--- src/rtl/axis_packetizer_if.sv ---
// AXI-Stream bundle shared by the packetizer ports; sidebands drop out under USE_LIGHT_STREAM.
// m drives the stream, s consumes it.
interface axis_if #(
  parameter int DATA_WIDTH = 32
`ifndef USE_LIGHT_STREAM
  ,
  parameter int ID_WIDTH   = 4,
  parameter int DEST_WIDTH = 4,
  parameter int USER_WIDTH = 4
`endif
);
  logic                  TVALID;
  logic                  TREADY;
  logic [DATA_WIDTH-1:0] TDATA;
  logic                  TLAST;
`ifndef USE_LIGHT_STREAM
  logic [ID_WIDTH-1:0]   TID;
  logic [DEST_WIDTH-1:0] TDEST;
  logic [USER_WIDTH-1:0] TUSER;

  modport m (output TVALID, TDATA, TLAST, TID, TDEST, TUSER, input TREADY);
  modport s (input TVALID, TDATA, TLAST, TID, TDEST, TUSER, output TREADY);
`else
  modport m (output TVALID, TDATA, TLAST, input TREADY);
  modport s (input TVALID, TDATA, TLAST, output TREADY);
`endif
endinterface

--- src/rtl/axis_packetizer.sv ---
// Prepends a routing header flit to req_length payload flits; header is valid the cycle after
// the request is taken. Header stalls on out.TREADY; body passes backpressure straight to in.
module axis_packetizer #(
  parameter int DATA_WIDTH = 32,
`ifndef USE_LIGHT_STREAM
  parameter int ID_WIDTH   = 4,
  parameter int DEST_WIDTH = 4,
  parameter int USER_WIDTH = 4,
`endif
  parameter int MAX_ROUTERS_X = 4,
  parameter int MAX_ROUTERS_Y = 4,
  parameter int MAXIMUM_PACKAGES_NUMBER = 5,
  localparam int XW = $clog2(MAX_ROUTERS_X),
  localparam int YW = $clog2(MAX_ROUTERS_Y),
  localparam int PW = $clog2(MAXIMUM_PACKAGES_NUMBER - 1)
) (
  input  logic          clk,
  input  logic          rst_n,
  input  logic          req_valid,
  output logic          req_ready,
  input  logic [XW-1:0] req_target_x,
  input  logic [YW-1:0] req_target_y,
  input  logic [PW-1:0] req_length,
  axis_if.s             in,
  axis_if.m             out,
  output logic          busy
);

  typedef enum logic [1:0] {IDLE, HEADER, BODY} state_t;

  state_t          state_q, state_d;
  logic [XW-1:0]   tx_q;
  logic [YW-1:0]   ty_q;
  logic [PW-1:0]   len_q;
  logic [PW-1:0]   rem_q;
  logic [DATA_WIDTH-1:0] header;

  assign header = DATA_WIDTH'({len_q, ty_q, tx_q});

  always_comb begin
    state_d    = state_q;
    req_ready  = 1'b0;
    busy       = (state_q != IDLE);
    in.TREADY  = 1'b0;
    out.TVALID = 1'b0;
    out.TDATA  = '0;
    out.TLAST  = 1'b0;
`ifndef USE_LIGHT_STREAM
    out.TID    = {ID_WIDTH{1'b0}};
    out.TDEST  = {DEST_WIDTH{1'b0}};
    out.TUSER  = {USER_WIDTH{1'b0}};
`endif
    case (state_q)
      IDLE: begin
        // rst_n gates req_ready so nothing is offered while reset is held
        req_ready = rst_n;
        if (req_valid) state_d = HEADER;
      end
      HEADER: begin
        out.TVALID = 1'b1;
        out.TDATA  = header;
        out.TLAST  = (len_q == '0);
        if (out.TREADY) state_d = (len_q == '0) ? IDLE : BODY;
      end
      BODY: begin
        out.TVALID = in.TVALID;
        in.TREADY  = out.TREADY;
        out.TDATA  = in.TDATA;
`ifndef USE_LIGHT_STREAM
        out.TID    = in.TID;
        out.TDEST  = in.TDEST;
        out.TUSER  = in.TUSER;
`endif
        out.TLAST  = (rem_q == PW'(1));
        if (in.TVALID && out.TREADY && rem_q == PW'(1)) state_d = IDLE;
      end
      default: state_d = IDLE;
    endcase
  end

  always_ff @(posedge clk or negedge rst_n) begin
    if (!rst_n) begin
      state_q <= IDLE;
      tx_q    <= '0;
      ty_q    <= '0;
      len_q   <= '0;
      rem_q   <= '0;
    end else begin
      state_q <= state_d;
      case (state_q)
        IDLE: if (req_valid) begin
          tx_q  <= req_target_x;
          ty_q  <= req_target_y;
          len_q <= req_length;
        end
        HEADER: if (out.TREADY) rem_q <= len_q;
        // the final flit leaves rem_q at 1 rather than wrapping
        BODY: if (in.TVALID && out.TREADY && rem_q != PW'(1)) rem_q <= rem_q - PW'(1);
        default: ;
      endcase
    end
  end

endmodule

--- src/flat_wrapper.sv ---
// flat-port wrapper written by rule: the top's interface ports become plain ports
module axis_packetizer_flat 
#(
  parameter int DATA_WIDTH = 32,

  parameter int ID_WIDTH   = 4,
  parameter int DEST_WIDTH = 4,
  parameter int USER_WIDTH = 4,

  parameter int MAX_ROUTERS_X = 4,
  parameter int MAX_ROUTERS_Y = 4,
  parameter int MAXIMUM_PACKAGES_NUMBER = 5,
  localparam int XW = $clog2(MAX_ROUTERS_X),
  localparam int YW = $clog2(MAX_ROUTERS_Y),
  localparam int PW = $clog2(MAXIMUM_PACKAGES_NUMBER - 1)
)
  (clk, rst_n, req_valid, req_ready, req_target_x, req_target_y, req_length, busy, in_TVALID, in_TDATA, in_TLAST, in_TID, in_TDEST, in_TUSER, in_TREADY, out_TVALID, out_TDATA, out_TLAST, out_TID, out_TDEST, out_TUSER, out_TREADY);
  axis_if #(.DATA_WIDTH(DATA_WIDTH), .ID_WIDTH(ID_WIDTH), .DEST_WIDTH(DEST_WIDTH), .USER_WIDTH(USER_WIDTH)) in_i ();
  axis_if #(.DATA_WIDTH(DATA_WIDTH), .ID_WIDTH(ID_WIDTH), .DEST_WIDTH(DEST_WIDTH), .USER_WIDTH(USER_WIDTH)) out_i ();
  input  logic clk;
  input  logic rst_n;
  input  logic req_valid;
  output logic req_ready;
  input  logic [XW-1:0] req_target_x;
  input  logic [YW-1:0] req_target_y;
  input  logic [PW-1:0] req_length;
  output logic busy;
  input wire logic [$bits(in_i.TVALID)-1:0] in_TVALID;
  input wire logic [$bits(in_i.TDATA)-1:0] in_TDATA;
  input wire logic [$bits(in_i.TLAST)-1:0] in_TLAST;
  input wire logic [$bits(in_i.TID)-1:0] in_TID;
  input wire logic [$bits(in_i.TDEST)-1:0] in_TDEST;
  input wire logic [$bits(in_i.TUSER)-1:0] in_TUSER;
  output wire logic [$bits(in_i.TREADY)-1:0] in_TREADY;
  output wire logic [$bits(out_i.TVALID)-1:0] out_TVALID;
  output wire logic [$bits(out_i.TDATA)-1:0] out_TDATA;
  output wire logic [$bits(out_i.TLAST)-1:0] out_TLAST;
  output wire logic [$bits(out_i.TID)-1:0] out_TID;
  output wire logic [$bits(out_i.TDEST)-1:0] out_TDEST;
  output wire logic [$bits(out_i.TUSER)-1:0] out_TUSER;
  input wire logic [$bits(out_i.TREADY)-1:0] out_TREADY;
  assign in_i.TVALID = in_TVALID;
  assign in_i.TDATA = in_TDATA;
  assign in_i.TLAST = in_TLAST;
  assign in_i.TID = in_TID;
  assign in_i.TDEST = in_TDEST;
  assign in_i.TUSER = in_TUSER;
  assign in_TREADY = in_i.TREADY;
  assign out_TVALID = out_i.TVALID;
  assign out_TDATA = out_i.TDATA;
  assign out_TLAST = out_i.TLAST;
  assign out_TID = out_i.TID;
  assign out_TDEST = out_i.TDEST;
  assign out_TUSER = out_i.TUSER;
  assign out_i.TREADY = out_TREADY;
  axis_packetizer #(.DATA_WIDTH(DATA_WIDTH), .ID_WIDTH(ID_WIDTH), .DEST_WIDTH(DEST_WIDTH), .USER_WIDTH(USER_WIDTH), .MAX_ROUTERS_X(MAX_ROUTERS_X), .MAX_ROUTERS_Y(MAX_ROUTERS_Y), .MAXIMUM_PACKAGES_NUMBER(MAXIMUM_PACKAGES_NUMBER)) u_core (.clk(clk), .rst_n(rst_n), .req_valid(req_valid), .req_ready(req_ready), .req_target_x(req_target_x), .req_target_y(req_target_y), .req_length(req_length), .in(in_i), .out(out_i), .busy(busy));
endmodule
--- config.mk ---
export PLATFORM = sky130hd
export DESIGN_NAME = axis_packetizer_flat
export DESIGN_NICKNAME = d
export VERILOG_FILES = /design/src/rtl/axis_packetizer_if.sv /design/src/rtl/axis_packetizer.sv /design/src/flat_wrapper.sv
export SDC_FILE = /design/constraint.sdc
export NUM_CORES = 1
export LEC_CHECK = 0
export CORE_AREA = 2 2 79 51
export DETAILED_ROUTE_END_ITERATION = 10
export DIE_AREA = 0 0 81 53
export PLACE_DENSITY = 0.78
export SKIP_LAST_GASP = 1
export SLEW_MARGIN = 20
export SYNTH_ARGS = -nofsm -noshare
export SYNTH_HDL_FRONTEND = slang
export SYNTH_SLANG_ARGS = --single-unit
--- constraint.sdc ---
create_clock -name clk -period 1.9 [get_ports clk]
set_input_delay 0.285 -clock clk [delete_from_list [all_inputs] [get_ports clk]]
set_output_delay 0.285 -clock clk [all_outputs]
set_load 0.005 [all_outputs]
==> impl_metrics.csv <==
group,metric,value,unit
place,place_area,2070,um2
place,place.detailed.hpwl,2.80,mm
detailed_routing,wl_met2,1.69,mm
setup_path,critPathLaunch,"u_core.state_q[1]$_DFFE_PN0P_",
finish,diodes,0,
grt,grt_antenna_before_repair,0,
logic_synthesis,synth.top_cell.area_share,0.273,
logic_synthesis,synth_top_family_by_area,"simple AND/OR/NAND/NOR gates",
detailed_routing,wl_per_cell,12.8,um
sta,finalHoldViolCount,0,
sta,period_needed,1.98,ns
logic_synthesis,synthMuxAreaShare,0.108,
logic_synthesis,yosysMostFrequentCell,"and2_1",
clock_tree,cts_buffers,3,
setup_path,crit_required,1.62,ns
setup_path,critical_path_peak_fanout,12,
floorplan,io_pins,105,
sta,post-route-period-util,1.04,
setup_path,crit_path_end,"out_TDATA[16]",
setup_path,cp_data_arrival_time,1.69,ns
floorplan,die_height,53,um
pwr,peakVddDrop,0.000687,V
grt,grt_max_degree,27,
sta,fin_skew,0.00167,ns
place,gp_congestion,0.800,
detailed_routing,firstDrtPassIters,4,
setup_path,path_class,"reg2out",
sta,max_slew_margin,0.659,
grt,grt_use_total,0.156,
detailed_routing,wirelength,3.46,mm
detailed_routing,met1Wirelength,1.37,mm
run,max_cap_violations,0,
logic_synthesis,ys.flop_type,"dfrtp_1",
grt,grt_pass1_wl,5.13,mm
finish,seq_area,250,um2
finish,fin_nets,285,
finish,multi_input_area,667,um2
detailed_routing,antenna_left,0,
detailed_routing,highest_layer,"met3",
logic_synthesis,synth_xor_area_frac,0,
sta,setup_tns,-1.30,ns
logic_synthesis,synth_compound_area_frac,0.130,
sta,rsz0062_at_grt,"yes",
clock_tree,cts_htree_levels,1,
logic_synthesis,avgSynthCellArea,8.56,um2
logic_synthesis,syn-cell-area,916,um2
place,io_buffers,103,
place,place_inst,261,
sta,final_max_slew_viol_count,0,
floorplan,start_util,0.259,
detailed_routing,vias,1139,
grt,overflow,0,
finish,n_fill_cell,293,
logic_synthesis,ys_top_cells_by_count,"and2_1, dfrtp_1, nor2b_1",
clock_tree,cts_root_buffer,"clkbuf_8",
logic_synthesis,seq_area_frac_synth,0.273,
sta,worst_pin_slew,0.511,ns
logic_synthesis,synth-seq-cells,10,
setup_path,timing.rr.start,"u_core.state_q[0]$_DFFE_PN0P_",
finish,drive_above_1_share,0.140,
detailed_routing,wl_met3,390,um
setup_path,end_kind,"output pin",
sta,setup_ws,-0.0764,ns
min_path,hp-class,"in2async",
pwr,power.density,1020,nW/um2
floorplan,dieArea,4290,um2
detailed_routing,drc_errors,0,
setup_path,cp-start-kind,"flop",
setup_path,r2r_cells,6,
logic_synthesis,synthSimpleGateAreaFrac,0.354,
pwr,p_total,2.27,mW
detailed_routing,routed_via_density,4.23,
finish,fin_area,2240,um2
clock_tree,ctsHoldBuffers,0,
floorplan,coreArea,3530,um2
outcome,failed_checks,"negative setup slack",
outcome,status,"complete, but fails checks",
pwr,p_leak,1.18,nW
detailed_routing,initialDrtViolationCount,49,
logic_synthesis,synth_cells,107,
clock_tree,cts_tree,"done",
sta,setup_violations,29,
logic_synthesis,synthArstFlopShare,1.00,
logic_synthesis,yosys.area_share.adder,0.0820,
logic_synthesis,yosys_warnings,0,
setup_path,r2r-end,"u_core.state_q[0]$_DFFE_PN0P_",
logic_synthesis,synth_edf_count,0,
logic_synthesis,syn-num-nets,169,
floorplan,die_width,81,um
setup_path,r2r_setup_slack,0,ns
floorplan,fp-row-count,17,
grt,grt_pass1_vias,1081,
clock_tree,cts.clk_slew.worst_paths,0.05,ns
logic_synthesis,synth_area_leaders,"dfrtp_1, and2_1, ha_1",
logic_synthesis,ys_types,22,
sta,fmax,0.506,GHz
finish,layout.cells.non_filler,269,
finish,area_delta_synth_final,144,%
logic_synthesis,yosysTopAreaCell,"dfrtp_1",
clock_tree,cts_sinks,10,
clock_tree,clk_path_buf_depth,2,
clock_tree,clk_latency,0.23,ns
-- power by group --
group	leakage, nW	total, mW	internal (mW)	switching (mW)
Sequential	0.120	0.420	0.320	0.100
Combinational	1.04	1.60	1.00	0.596
Clock	0.0288	0.257	0.181	0.0755
-- metrics by stage --
stage / hold WS [ns] / setup WS [ns] / utilization
3_5_place_dp: 0.504 / -0.0757 / 0.586
5_1_grt: 0.424 / -0.143 / 0.634
2_1_floorplan: -0.0106 / 0.317 / -
6_report: 0.407 / -0.0764 / 0.634
3_3_place_gp: 0.490 / -0.0630 / 0.586
4_1_cts: 0.411 / -0.115 / 0.618
-- critical path, cell delays in order (launching register included) --
cell,delay [ns]
dfrtp_1,0.38
buf_4,0.16
ha_4,0.18
buf_6,0.13
and2_1,0.15
clkdlybuf4s50_1,0.46
-- sequential cells by signal (all words and copies together) (netlist names) --
| signal | count |
|---|---|
| u_core.tx_q | 2 |
| u_core.state_q | 2 |
| u_core.len_q | 2 |
| u_core.ty_q | 2 |
| u_core.rem_q | 2 |
-- routing by layer --
layer  vias to the layer above  GRT usage
met2                        50      0.291
li1                        586          -
met3                         0     0.0529
met5                         -          0
met1                       503      0.178
met4                         0     0.0226
-- logic make-up after synthesis --
logic type,Yosys count
adder cells (fa/ha/maj),6
AO/OA/AOI/OAI,16
AND/OR/NAND/NOR,53
flip-flops,10
buffers and inverters,13
multiplexers,9
-- what timing repair did --
action / in CTS / in global routing
endpoints found under the setup margin: 48 / 39
buffers inserted: 2 / 2
pin swaps: 1 / 1
resized for setup: 19 / 16
-- worst min path at each step --
stage | endpoint | slack (ns)
final | u_core.tx_q[0]$_DFFE_PN0P_ | 0.41
after detailed placement | u_core.tx_q[0]$_DFFE_PN0P_ | 0.50
after global placement | u_core.tx_q[1]$_DFFE_PN0P_ | 0.49
after global routing | u_core.state_q[1]$_DFFE_PN0P_ | 0.42
after floorplan | u_core.len_q[0]$_DFFE_PN0P_ | -0.01
after CTS | u_core.state_q[1]$_DFFE_PN0P_ | 0.41
-- final cells by class --
cell class | count | area share
clock buffers | 4 | 0.0246
inverters | 7 | 0.0129
multi-input cells | 84 | 0.298
flip-flops and latches | 10 | 0.112
well taps | 47 | 0.0263
repair buffers | 117 | 0.527
-- placed cells by master, fill, tap and decap left out, types with 2 or more instances in the layout --
cell / n
a211oi_1: 2
a21oi_1: 2
a22oi_1: 7
and2_1: 39
buf_4: 12
clkbuf_8: 4
clkdlybuf4s50_1: 79
dfrtp_1: 10
dlygate4sd2_1: 9
dlymetal6s2s_1: 15
ha_1: 2
ha_4: 4
inv_1: 5
mux2_2: 6
mux2i_1: 2
nand2_1: 2
nor2_1: 2
nor2b_1: 8
Power figures use the tool's default switching activity.
